$ cat src/rtl/uart_tx_fifo.sv
// Circular byte FIFO feeding a uart transmitter over a tx_req/tx_ack four-phase handshake.
// Bytes are popped only when the uart acknowledges, so count includes the byte on offer.
module uart_tx_fifo #(
  parameter int DEPTH  = 16,
  parameter int ADDR_W = 4
) (
  input  logic              inclk,
  input  logic              rst,
  input  logic              wr_en,
  input  logic [7:0]        wr_data,
  output logic              full,
  output logic              empty,
  output logic [ADDR_W:0]   count,
  output logic              overflow,
  input  logic              ovf_clr,
  output logic [7:0]        tx_data,
  output logic              tx_req,
  input  logic              tx_ack
);

  typedef enum logic [1:0] {IDLE, REQ, WAIT_LOW} state_t;

  localparam logic [ADDR_W:0]   DEPTH_C = (ADDR_W+1)'(DEPTH);
  localparam logic [ADDR_W:0]   CNT_ONE = (ADDR_W+1)'(1);
  localparam logic [ADDR_W-1:0] PTR_ONE = ADDR_W'(1);

  state_t            state, state_nxt;
  logic [7:0]        mem [DEPTH];
  logic [ADDR_W-1:0] wr_ptr, rd_ptr;
  logic              wr_acc, wr_drop, pop, load;

  // Flags use the pre-edge count, so a write while full is dropped even if a pop lands on the same edge.
  assign full    = (count == DEPTH_C);
  assign empty   = (count == '0);
  assign wr_acc  = wr_en && !full;
  assign wr_drop = wr_en && full;

  always_comb begin
    state_nxt = state;
    pop       = 1'b0;
    load      = 1'b0;
    case (state)
      IDLE: begin
        if (!empty) begin
          load      = 1'b1;
          state_nxt = REQ;
        end
      end
      REQ: begin
        if (tx_ack) begin
          pop       = 1'b1;
          state_nxt = WAIT_LOW;
        end
      end
      WAIT_LOW: begin
        if (!tx_ack) state_nxt = IDLE;
      end
      default: state_nxt = IDLE;
    endcase
  end

  always_ff @(posedge inclk) begin
    if (rst) begin
      state    <= IDLE;
      wr_ptr   <= '0;
      rd_ptr   <= '0;
      count    <= '0;
      overflow <= 1'b0;
      tx_req   <= 1'b0;
      tx_data  <= '0;
    end else begin
      state  <= state_nxt;
      tx_req <= (state_nxt == REQ);
      if (load)   tx_data <= mem[rd_ptr];
      if (wr_acc) wr_ptr  <= wr_ptr + PTR_ONE;
      if (pop)    rd_ptr  <= rd_ptr + PTR_ONE;
      case ({wr_acc, pop})
        2'b10:   count <= count + CNT_ONE;
        2'b01:   count <= count - CNT_ONE;
        default: count <= count;
      endcase
      if (wr_drop)      overflow <= 1'b1;
      else if (ovf_clr) overflow <= 1'b0;
    end
  end

  always_ff @(posedge inclk) begin
    if (wr_acc) mem[wr_ptr] <= wr_data;
  end

endmodule

$ cat config.mk
export PLATFORM = sky130hd
export DESIGN_NAME = uart_tx_fifo
export DESIGN_NICKNAME = d
export VERILOG_FILES = /design/src/rtl/uart_tx_fifo.sv
export SDC_FILE = /design/constraint.sdc
export NUM_CORES = 1
export LEC_CHECK = 0
export CORE_AREA = 2 2 136 138
export CTS_BUF_LIST = sky130_fd_sc_hd__clkbuf_4 sky130_fd_sc_hd__clkbuf_8
export CTS_CLUSTER_DIAMETER = 100
export DETAILED_ROUTE_END_ITERATION = 7
export DIE_AREA = 0 0 138 140
export PLACE_DENSITY = 0.5
export SYNTH_ARGS = -nofsm -noshare
export SYNTH_HDL_FRONTEND = slang
export SYNTH_SLANG_ARGS = --single-unit
$ cat constraint.sdc
create_clock -name inclk -period 3.97 [get_ports inclk]
set_input_delay 0.5955 -clock inclk [delete_from_list [all_inputs] [get_ports inclk]]
set_output_delay 0.5955 -clock inclk [all_outputs]
set_load 0.1 [all_outputs]
* Word-level counts from Yosys, hierarchy flattened
Memories as Yosys holds them, arrays and structs flattened. A register that Yosys moved wholly into a read port is not among the register bits. Index checks and enable logic that the tools add are counted.
Word-level totals: bits of input ports 13, memory bits (writable) 128, register bits after elaboration 17, memories kept 1, output and inout port bits 17
Memories:
- mem | depth 16, width 8, read ports 1, clocked after Yosys merged registers in 1, wr ports 1, RTL line 28 | logic [7:0] mem [DEPTH];
Cells by class: equality and inequality tests 6, add/sub/neg operators 4, reduce and logical (&&, ||, !) cells 7, multiplexer cells 13
Operators with widths (count):
- case mux 5 bit (2 select lines) | 1
- adder 4 x 1 -> 4 bit, second input constant | 2
- 2-to-1 mux 1 bit | 8
- == test 2 x 1 -> 1 bit, second input constant | 3
- 2-to-1 mux 2 bit | 3
- case mux 2 bit (3 select lines) | 1
- adder 5 x 1 -> 5 bit, second input constant | 1
- == test 5 bit, second input constant | 1
- logical NOT 5 bit | 1
- subtractor 5 x 1 -> 5 bit, second input constant | 1
- == test 2 bit, second input constant | 2
- nonzero test 2 bit | 2
- logical AND 1 bit | 2
- logical NOT 2 bit | 1
- logical NOT 1 bit | 1

* Depth between registers and ports, before layout
Gate-level depths: netlist of the first run.
depth in word-level cells 5, depth in mapped cells 12

* Worst setup path before layout of the first run
Ideal clock, no wire load.
path kind reg-to-reg, start register count[2], end register count[4], period minus slack after synthesis 3.634 ns, cell stages (with the launch flop) 13, path slack 0.336 ns, data arrival time 3.513 ns, required time 3.849 ns, library setup time 0.121 ns, path buffers 2, cell sequence dfxtp_1 -> clkbuf_1 -> nor4_1 -> a21boi_1 -> inv_1 -> ha_1 -> clkbuf_1 -> xor2_1 -> ha_1 -> o21a_1 -> o21a_1 -> o32ai_1 -> mux2_2
On the way: word-level cells in the longest chain between the ends 5, elaborated cells between the ends (all ways) 9, those cells by class add/sub (2); eq/ne (3); mux (1); reduce/logical (3)
Ends and longest elaborated chain:
- from (decl) | RTL line 13 | output logic [ADDR_W:0] count,
- from (signal assigned) | RTL line 78 | 2'b10: count <= count + CNT_ONE;
- from (signal assigned) | RTL line 79 | 2'b01: count <= count - CNT_ONE;
- from (signal assigned) | RTL line 80 | default: count <= count;
- == test 5 bit | RTL line 33 | assign full = (count == DEPTH_C);
- logical NOT 1 bit | RTL line 35 | assign wr_acc = wr_en && !full;
- logical AND 1 bit | RTL line 35
- == test 2 x 1 -> 1 bit or == test 2 bit (tied branches) | RTL line 77 | case ({wr_acc, pop})
- case mux 5 bit (2 select lines) or nonzero test 2 bit (tied branches)
Parallel ways exist; a longest one is shown, timed or not. A chain may end at the register's enable or synchronous reset.

* Worst setup path after layout of the first run
start register count[1], end register count[4]
The elaborated chain is that of the path after synthesis.

==> results.md, run 1 <==
* Status: finished clean
* Clock Sinks at roughly 150
* GRT Resource Usage Total at 0.1409
* Register area at about 0.0043 mm^2
* Maximum clock path buffer count at 2
* N_diodes at 0
* Vias/cell at 4.973
* Drt drc at 0
* RSZ-0062 raised after global routing: no
* GPL Wtd Cong at between 0.7 and 0.8
* ANT nets after route at 0
* Async SR Flop Fraction at 0
* Hold_buf cts at 0
* Layout fillers at 1631
* Leak Pwr at ~2.4 nW
* Clk slew on worst S/H paths at roughly 0.08 ns
* Min Tclk post-route at between 2 and 3 ns
* DRT iter0 DRCs at approximately 230
* CP Launch Type: register
* Final instance area at roughly 0.007 mm^2
* Final Max Tran Viols at 0
* Die ar. at between 0.015 and 0.02 mm^2
* CTS tree: done
* Hold crit path type: register to register
* Synthesized area per cell at ~18 um^2
* Final #Nets at 412
* Antenna violations before repair at 0
* Yosys warns at 0
* R2R Setup Slk at 1.06 ns
* Gate Count Post-Synth at 346
* Reg2reg path depth at 11
* Yosys cell types at 42
* Max Fanout on Critical Path at 10
* Fin Clk Skew at between 0.01 and 0.015 ns
* WL/cell at roughly 20 um
* Placed inst area at approximately 0.0068 mm^2
* Max-cap violation count at 0
* TNS Setup at 0 ns
* Fin. Hold Viols at 0
* R2R Path End: count[4]$_SDFFE_PP0P_
* Synth Cell Area at 0.006177 mm^2
* Clock root buffer: clkbuf_8
* Actual slew at the worst max-slew pin at between 0.9 and 1 ns
* Worst path arrival time at 3.25 ns
* Max IR drop VDD at ~510 uV
* Area of the core at around 0.018 mm^2
* H-tree depth at 4
* DR pass1 iterations at 4
* Yosys reg bits at around 150
* Placed wire-length estimate at between 8 and 9 mm
* Syn nets at 368
* First-pass GRT wire length at 20.02 mm
* Post-synth EDFFs at 128
* Crit path required time at ~4.3 ns
* Reg-to-Reg Start: count[1]$_SDFFE_PP0P_
* Hold-critical path depth at 1
* Clk Latency, worst-skew pair at about 0.45 ns
* Initial core utilization at 0.3474
* Fin crit share at 0.7318
* Die width at 138 um
* Io pins at 30
* DRT Wirelength at around 13 mm
* Cts bufs inserted at 17
* Multi-input logic area at 0.001709 mm^2
* Layout area overhead at 16.81%
* DR vias at 3143
* Sequential area share after synthesis at 0.7033
* FP Rows at slightly below 50
* Largest net degree at the start of global routing at 35
* IO buf count at 29
* Max-slew headroom at 0.3411
* Endpoint, Worst Hold: tx_data[4]$_SDFFE_PP0P_
* Share of cells above drive strength 1 at 0.2084
* Power per cell area at 592.5 mW/mm^2
* Gr ovfl total at 0
* Final setup fails at 0
* Critical path endpoint category: register
* Hold wc startpoint: tx_data[4]$_SDFFE_PP0P_
* Fmax at around 0.34 GHz
* Die H at around 140 um
* Main flop type after synthesis: edfxtp_1
* CTS-repair resized insts at 0
* Number of setup buffers added after CTS at 0
* Setup CP Type: register to register
* Vias in the first global route at about 3300
flip-flops by register name (all words and copies together) (netlist names):
register  flops
count         5
mem         128
overflow      1
rd_ptr        4
state         2
tx_data       8
tx_req        1
wr_ptr        4
final cells by class:
| class | instances | area share |
|---|---|---|
| multi-input cells | 168 | 0.2369 |
| flip-flops and latches | 153 | 0.6020 |
| inverters | 5 | 0.002601 |
| clock inverters | 13 | 0.02636 |
| repair buffers | 45 | 0.05618 |
| clock buffers | 19 | 0.03624 |
| well taps | 229 | 0.03971 |
stage by stage:
step	cells	hold WS (ns)	utilization	total power [mW]	setup WS, ns
floorplan	346	0.4849	-	2.732	0.3359
global placement	600	0.4821	0.3804	2.999	0.6968
detailed placement	600	0.4892	0.3804	3.012	0.6759
CTS	632	0.5076	0.4058	4.322	1.075
global route	632	0.5340	0.4058	4.453	0.8163
finish	632	0.5060	0.4058	4.275	1.065
layer usage:
layer,track usage,routed length [um],vias to the layer above
li1,-,-,1454
met2,0.2358,6470,69
met1,0.1770,5452,1609
met4,0.05747,165,0
met5,0,0,-
met3,0.03419,562,11
cell usage after synthesis (2+ instances only):
cell / n / area share
a21oi_1: 4 / 0.0032
clkbuf_1: 11 / 0.0067
xnor2_1: 3 / 0.0043
nor2_1: 38 / 0.023
a221o_1: 8 / 0.013
xor2_1: 8 / 0.011
and3b_1: 2 / 0.0028
o21ai_0: 2 / 0.0016
inv_1: 5 / 0.0030
buf_1: 2 / 0.0012
nor3b_1: 3 / 0.0036
ha_1: 9 / 0.018
edfxtp_1: 128 / 0.62
mux4_1: 9 / 0.038
o21a_1: 2 / 0.0024
dfxtp_1: 25 / 0.081
nor3_1: 4 / 0.0032
mux2_2: 8 / 0.015
mux4_2: 23 / 0.084
mux2i_1: 11 / 0.018
a2111oi_0: 3 / 0.0043
nand2b_1: 4 / 0.0041
o211ai_1: 2 / 0.0024
buf_2: 5 / 0.0041
nand2_1: 10 / 0.0061
power by group:
group	internal, mW	switching (mW)
logic	0.317	0.715
registers	1.83	0.104
clock network	0.726	0.587
total	2.87	1.41
critical path: stages, from the launching register on:
cell and delay [ns]:
dfxtp_1 0.42, nor4_1 0.40, a21boi_1 0.12, buf_4 0.17, inv_1 0.08, ha_1 0.34, xor2_1 0.12, ha_1 0.23
o21a_1 0.18, o21a_1 0.16, o32ai_1 0.24, mux2_2 0.36
how the worst max path moves through the flow:
stage,slack [ns],endpoint,from
4_1_cts,1.07,count[4]$_SDFFE_PP0P_,count[1]$_SDFFE_PP0P_
6_report,1.06,count[4]$_SDFFE_PP0P_,count[1]$_SDFFE_PP0P_
3_5_place_dp,0.68,count[4]$_SDFFE_PP0P_,wr_en
5_1_grt,0.82,count[4]$_SDFFE_PP0P_,count[1]$_SDFFE_PP0P_
3_3_place_gp,0.70,count[4]$_SDFFE_PP0P_,wr_en
2_1_floorplan,0.34,count[4]$_SDFFE_PP0P_,count[2]$_SDFFE_PP0P_
cells in the final DEF, fill, tap and decap left out, types with 9 or more instances in the layout:
cell type        count
nand2_1             10
mux2i_1             11
mux4_2              23
buf_4               18
dfxtp_1             25
clkbuf_8            19
mux4_1               9
edfxtp_1           128
ha_1                 9
nor2_1              38
clkdlybuf4s50_1     27
logic make-up after synthesis:
kind of cell | share of synthesized area
adder cells (fa/ha/maj) | 0.01823
AO/OA/AOI/OAI | 0.03484
AND/OR/NAND/NOR | 0.05348
multiplexers | 0.1545
XOR/XNOR | 0.01560
flip-flops | 0.7033
buffers and inverters | 0.02005
Note: power is estimated with default switching activity, not from simulation.
==> run 2: changes to the inputs <==
PLACE_DENSITY = 0.52   (was 0.5)
clock period = 2.5 ns   (was 3.97 ns; I/O delays follow)
==> results.md, run 2 (synthesis gave the netlist of run 1 again) <==
* Final setup fails at 0 (unchanged)
* Antenna violations before repair at 0 (unchanged)
* Max Fanout on Critical Path at 6 (-4)
* Actual slew at the worst max-slew pin at 0.9197 ns (-0.06552 ns)
* Reg-to-Reg Start: count[0]$_SDFFE_PP0P_
* Clk Latency, worst-skew pair at 0.45 ns (about the same)
* CTS tree: done
* Max-slew headroom at 0.3846 (+0.04347)
* Setup CP Type: register to register
* Placed wire-length estimate at 8.043 mm (-0.45%)
* Number of setup buffers added after CTS at 0 (unchanged)
* R2R Setup Slk at 0.17 ns (-0.89 ns)
* Number of flip-flops under the largest register name at 128 (unchanged)
* Area of the core at 0.01778 mm^2 (unchanged)
* Biggest regs: mem x128, tx_data x8, count x5
* Final #Nets at 425 (+3.2%)
* Min Tclk post-route at 2.326 ns (-0.5792 ns)
* Fin crit share at 0.9305 (+0.1986)
* Die H at 140 um (unchanged)
* Clk slew on worst S/H paths at 0.09 ns (about the same)
* Leak Pwr at 2.414 nW (+2.7%)
* Initial core utilization at 0.3474 (unchanged)
* Biggest register: mem
* Share of cells above drive strength 1 at 0.2933 (+0.08483)
* Critical Path Sink: count[4]$_SDFFE_PP0P_
* GPL Wtd Cong at 0.7410 (-1.6%)
* R2R Path End: count[4]$_SDFFE_PP0P_
* Die width at 138 um (unchanged)
* Worst path arrival time at 2.66 ns (-0.59 ns)
* Power Total at 6.580 mW (+54%)
* Hold crit path type: register to register
* Critical path's largest stage delay at 0.39 ns (-0.03 ns)
* Status: finished clean
* Clock Sinks at 153 (unchanged)
* Max IR drop VDD at 777.0 uV (+51%)
* Layout fillers at 1620 (-0.67%)
* Reg2reg path depth at 10 (-1)
* Clock root buffer: clkbuf_8
* Post-layout util at 0.4107 (+0.004856)
* Power per cell area at 901.2 mW/mm^2 (+52%)
* Vias in the first global route at 3320 (-0.18%)
* Cell count after placement at 613 (+2.2%)
* DR vias at 3194 (+1.6%)
* CP Launch Type: register
* Vias/cell at 4.952 (-0.43%)
* Largest net degree at the start of global routing at 35 (unchanged)
* Die ar. at 0.01932 mm^2 (unchanged)
* GRT Resource Usage Total at 0.1397 (-0.001219)
* First-pass GRT wire length at 19.85 mm (-0.82%)
* Maximum clock path buffer count at 2 (unchanged)
* Crit path required time at 2.83 ns (-1.48 ns)
* WL/cell at 19.67 um (-1.8%)
* Fin. Hold Viols at 0 (unchanged)
* DRT Wirelength at 12.69 mm (+0.27%)
* FP Rows at 49 (unchanged)
* Final non-filler cell total at 645 (+2.1%)
* Setup crit start: count[0]$_SDFFE_PP0P_
* Fmax at 0.4299 GHz (+25%)
* Critical path endpoint category: register
* Layout area overhead at 18.21%
* N_diodes at 0 (unchanged)
* Most frequent cells in the layout: 128 x edfxtp_1, 42 x buf_4, 37 x nor2_1
* CP bufs+invs at 1 (-1)
* Critical path's top delay family: compound AO/OA/AOI/OAI gates
* Fin Clk Skew at 0.01560 ns (+0.003931 ns)
* Io pins at 30 (unchanged)
* Hold_buf cts at 0 (unchanged)
* RSZ-0062 raised after global routing: no
* H-tree depth at 4 (unchanged)
* IO buf count at 29 (unchanged)
* Final Max Tran Viols at 0 (unchanged)
* Cts bufs inserted at 17 (unchanged)
* CTS-repair resized insts at 0 (unchanged)
* Most common cell after layout, fill and taps aside: edfxtp_1
* Gr ovfl total at 0 (unchanged)
* CP Depth at 10 (-1)
* ANT nets after route at 0 (unchanged)
* Critical-path cell list: nor4_4, a21boi_2, inv_1, ha_2, xor2_1, ha_2, o21a_1, o21a_1, o32ai_2, mux2_2
* DR pass1 iterations at 4 (unchanged)
* DRT iter0 DRCs at 244 (+5.2%)
* Max-cap violation count at 0 (unchanged)
* CP max-delay cell: dfxtp_4
* Drt drc at 0 (unchanged)
==> run 2: cell count changes in the layout (fill, tap and decap cells not counted), sizes merged <==
| cell | before | now |
|---|---|---|
| bufinv | 4 | 1 |
| inv | 9 | 10 |
| clkinv | 3 | 5 |
| clkinvlp | 2 | 4 |
| clkbuf | 19 | 17 |
| clkdlybuf4s50 | 27 | 12 |
| buf | 18 | 46 |
==> run 2: stage by stage <==
| stage | worst slack (ns) | setup TNS [ns] | hold WS, ns | instance area [um^2] |
|---|---|---|---|---|
| 3_5_place_dp | -0.1691 | -0.2207 | 0.4821 | 6925 |
| 6_report | 0.1738 | 0 | 0.4925 | 7302 |
| 2_1_floorplan | -0.2897 | -0.2897 | 0.4739 | 6255 |
| 4_1_cts | 0.1359 | 0 | 0.5027 | 7302 |
| 3_3_place_gp | -0.1059 | -0.1059 | 0.4788 | 6925 |
| 5_1_grt | 0.06849 | 0 | 0.5440 | 7302 |
==> run 2: where the power goes <==
| part | leakage, nW | total [mW] | internal, mW | switching (mW) |
|---|---|---|---|---|
| clock network | 0.178 | 1.78 | 0.804 | 0.973 |
| logic | 0.873 | 1.77 | 0.547 | 1.22 |
| registers | 1.36 | 3.04 | 2.91 | 0.126 |
| total | 2.41 | 6.58 | 4.26 | 2.32 |
==> run 2: cell type report <==
class / count / area, um^2 / share of cell area
multi-input cells: 168 / 1747 / 0.2392
well taps: 229 / 286.5 / 0.03924
flip-flops and latches: 153 / 4358 / 0.5968
clock buffers: 17 / 234.0 / 0.03204
inverters: 5 / 18.77 / 0.002570
clock inverters: 15 / 142.6 / 0.01953
repair buffers: 58 / 515.5 / 0.07060
==> run 2: worst min-delay path by stage <==
stage,from,to,cells past startpoint,slack (ns)
after detailed placement,tx_data[2]$_SDFFE_PP0P_,tx_data[2]$_SDFFE_PP0P_,1,0.48
after global placement,tx_data[7]$_SDFFE_PP0P_,tx_data[7]$_SDFFE_PP0P_,1,0.48
after floorplan,wr_data[0],mem[0][0]$_DFFE_PP_,0,0.47
final,tx_data[2]$_SDFFE_PP0P_,tx_data[2]$_SDFFE_PP0P_,1,0.49
after CTS,tx_data[2]$_SDFFE_PP0P_,tx_data[2]$_SDFFE_PP0P_,1,0.50
after global routing,tx_data[0]$_SDFFE_PP0P_,tx_data[0]$_SDFFE_PP0P_,1,0.54
==> run 2: layer usage <==
layer	wire length, um	global-route usage	vias to the layer above	share of wire
met4	170	0.04887	0	0.013
met1	5869	0.1797	1642	0.46
met5	0	0	-	0
li1	-	-	1480	-
met3	432	0.03556	11	0.034
met2	6212	0.2314	61	0.49
==> run 2: worst register-to-register path: stages, from the launching register on <==
cell	delay [ns]
dfxtp_4	0.39
nor4_4	0.31
a21boi_2	0.10
inv_1	0.09
ha_2	0.18
xor2_1	0.07
ha_2	0.18
o21a_1	0.16
o21a_1	0.17
o32ai_2	0.21
mux2_2	0.36
==> run 3: changes to the inputs <==
CTS_CLUSTER_DIAMETER = 60   (was 100)
==> results of run 3 <==
No change in the layout: final DEF, timing and power equal those of run 2.
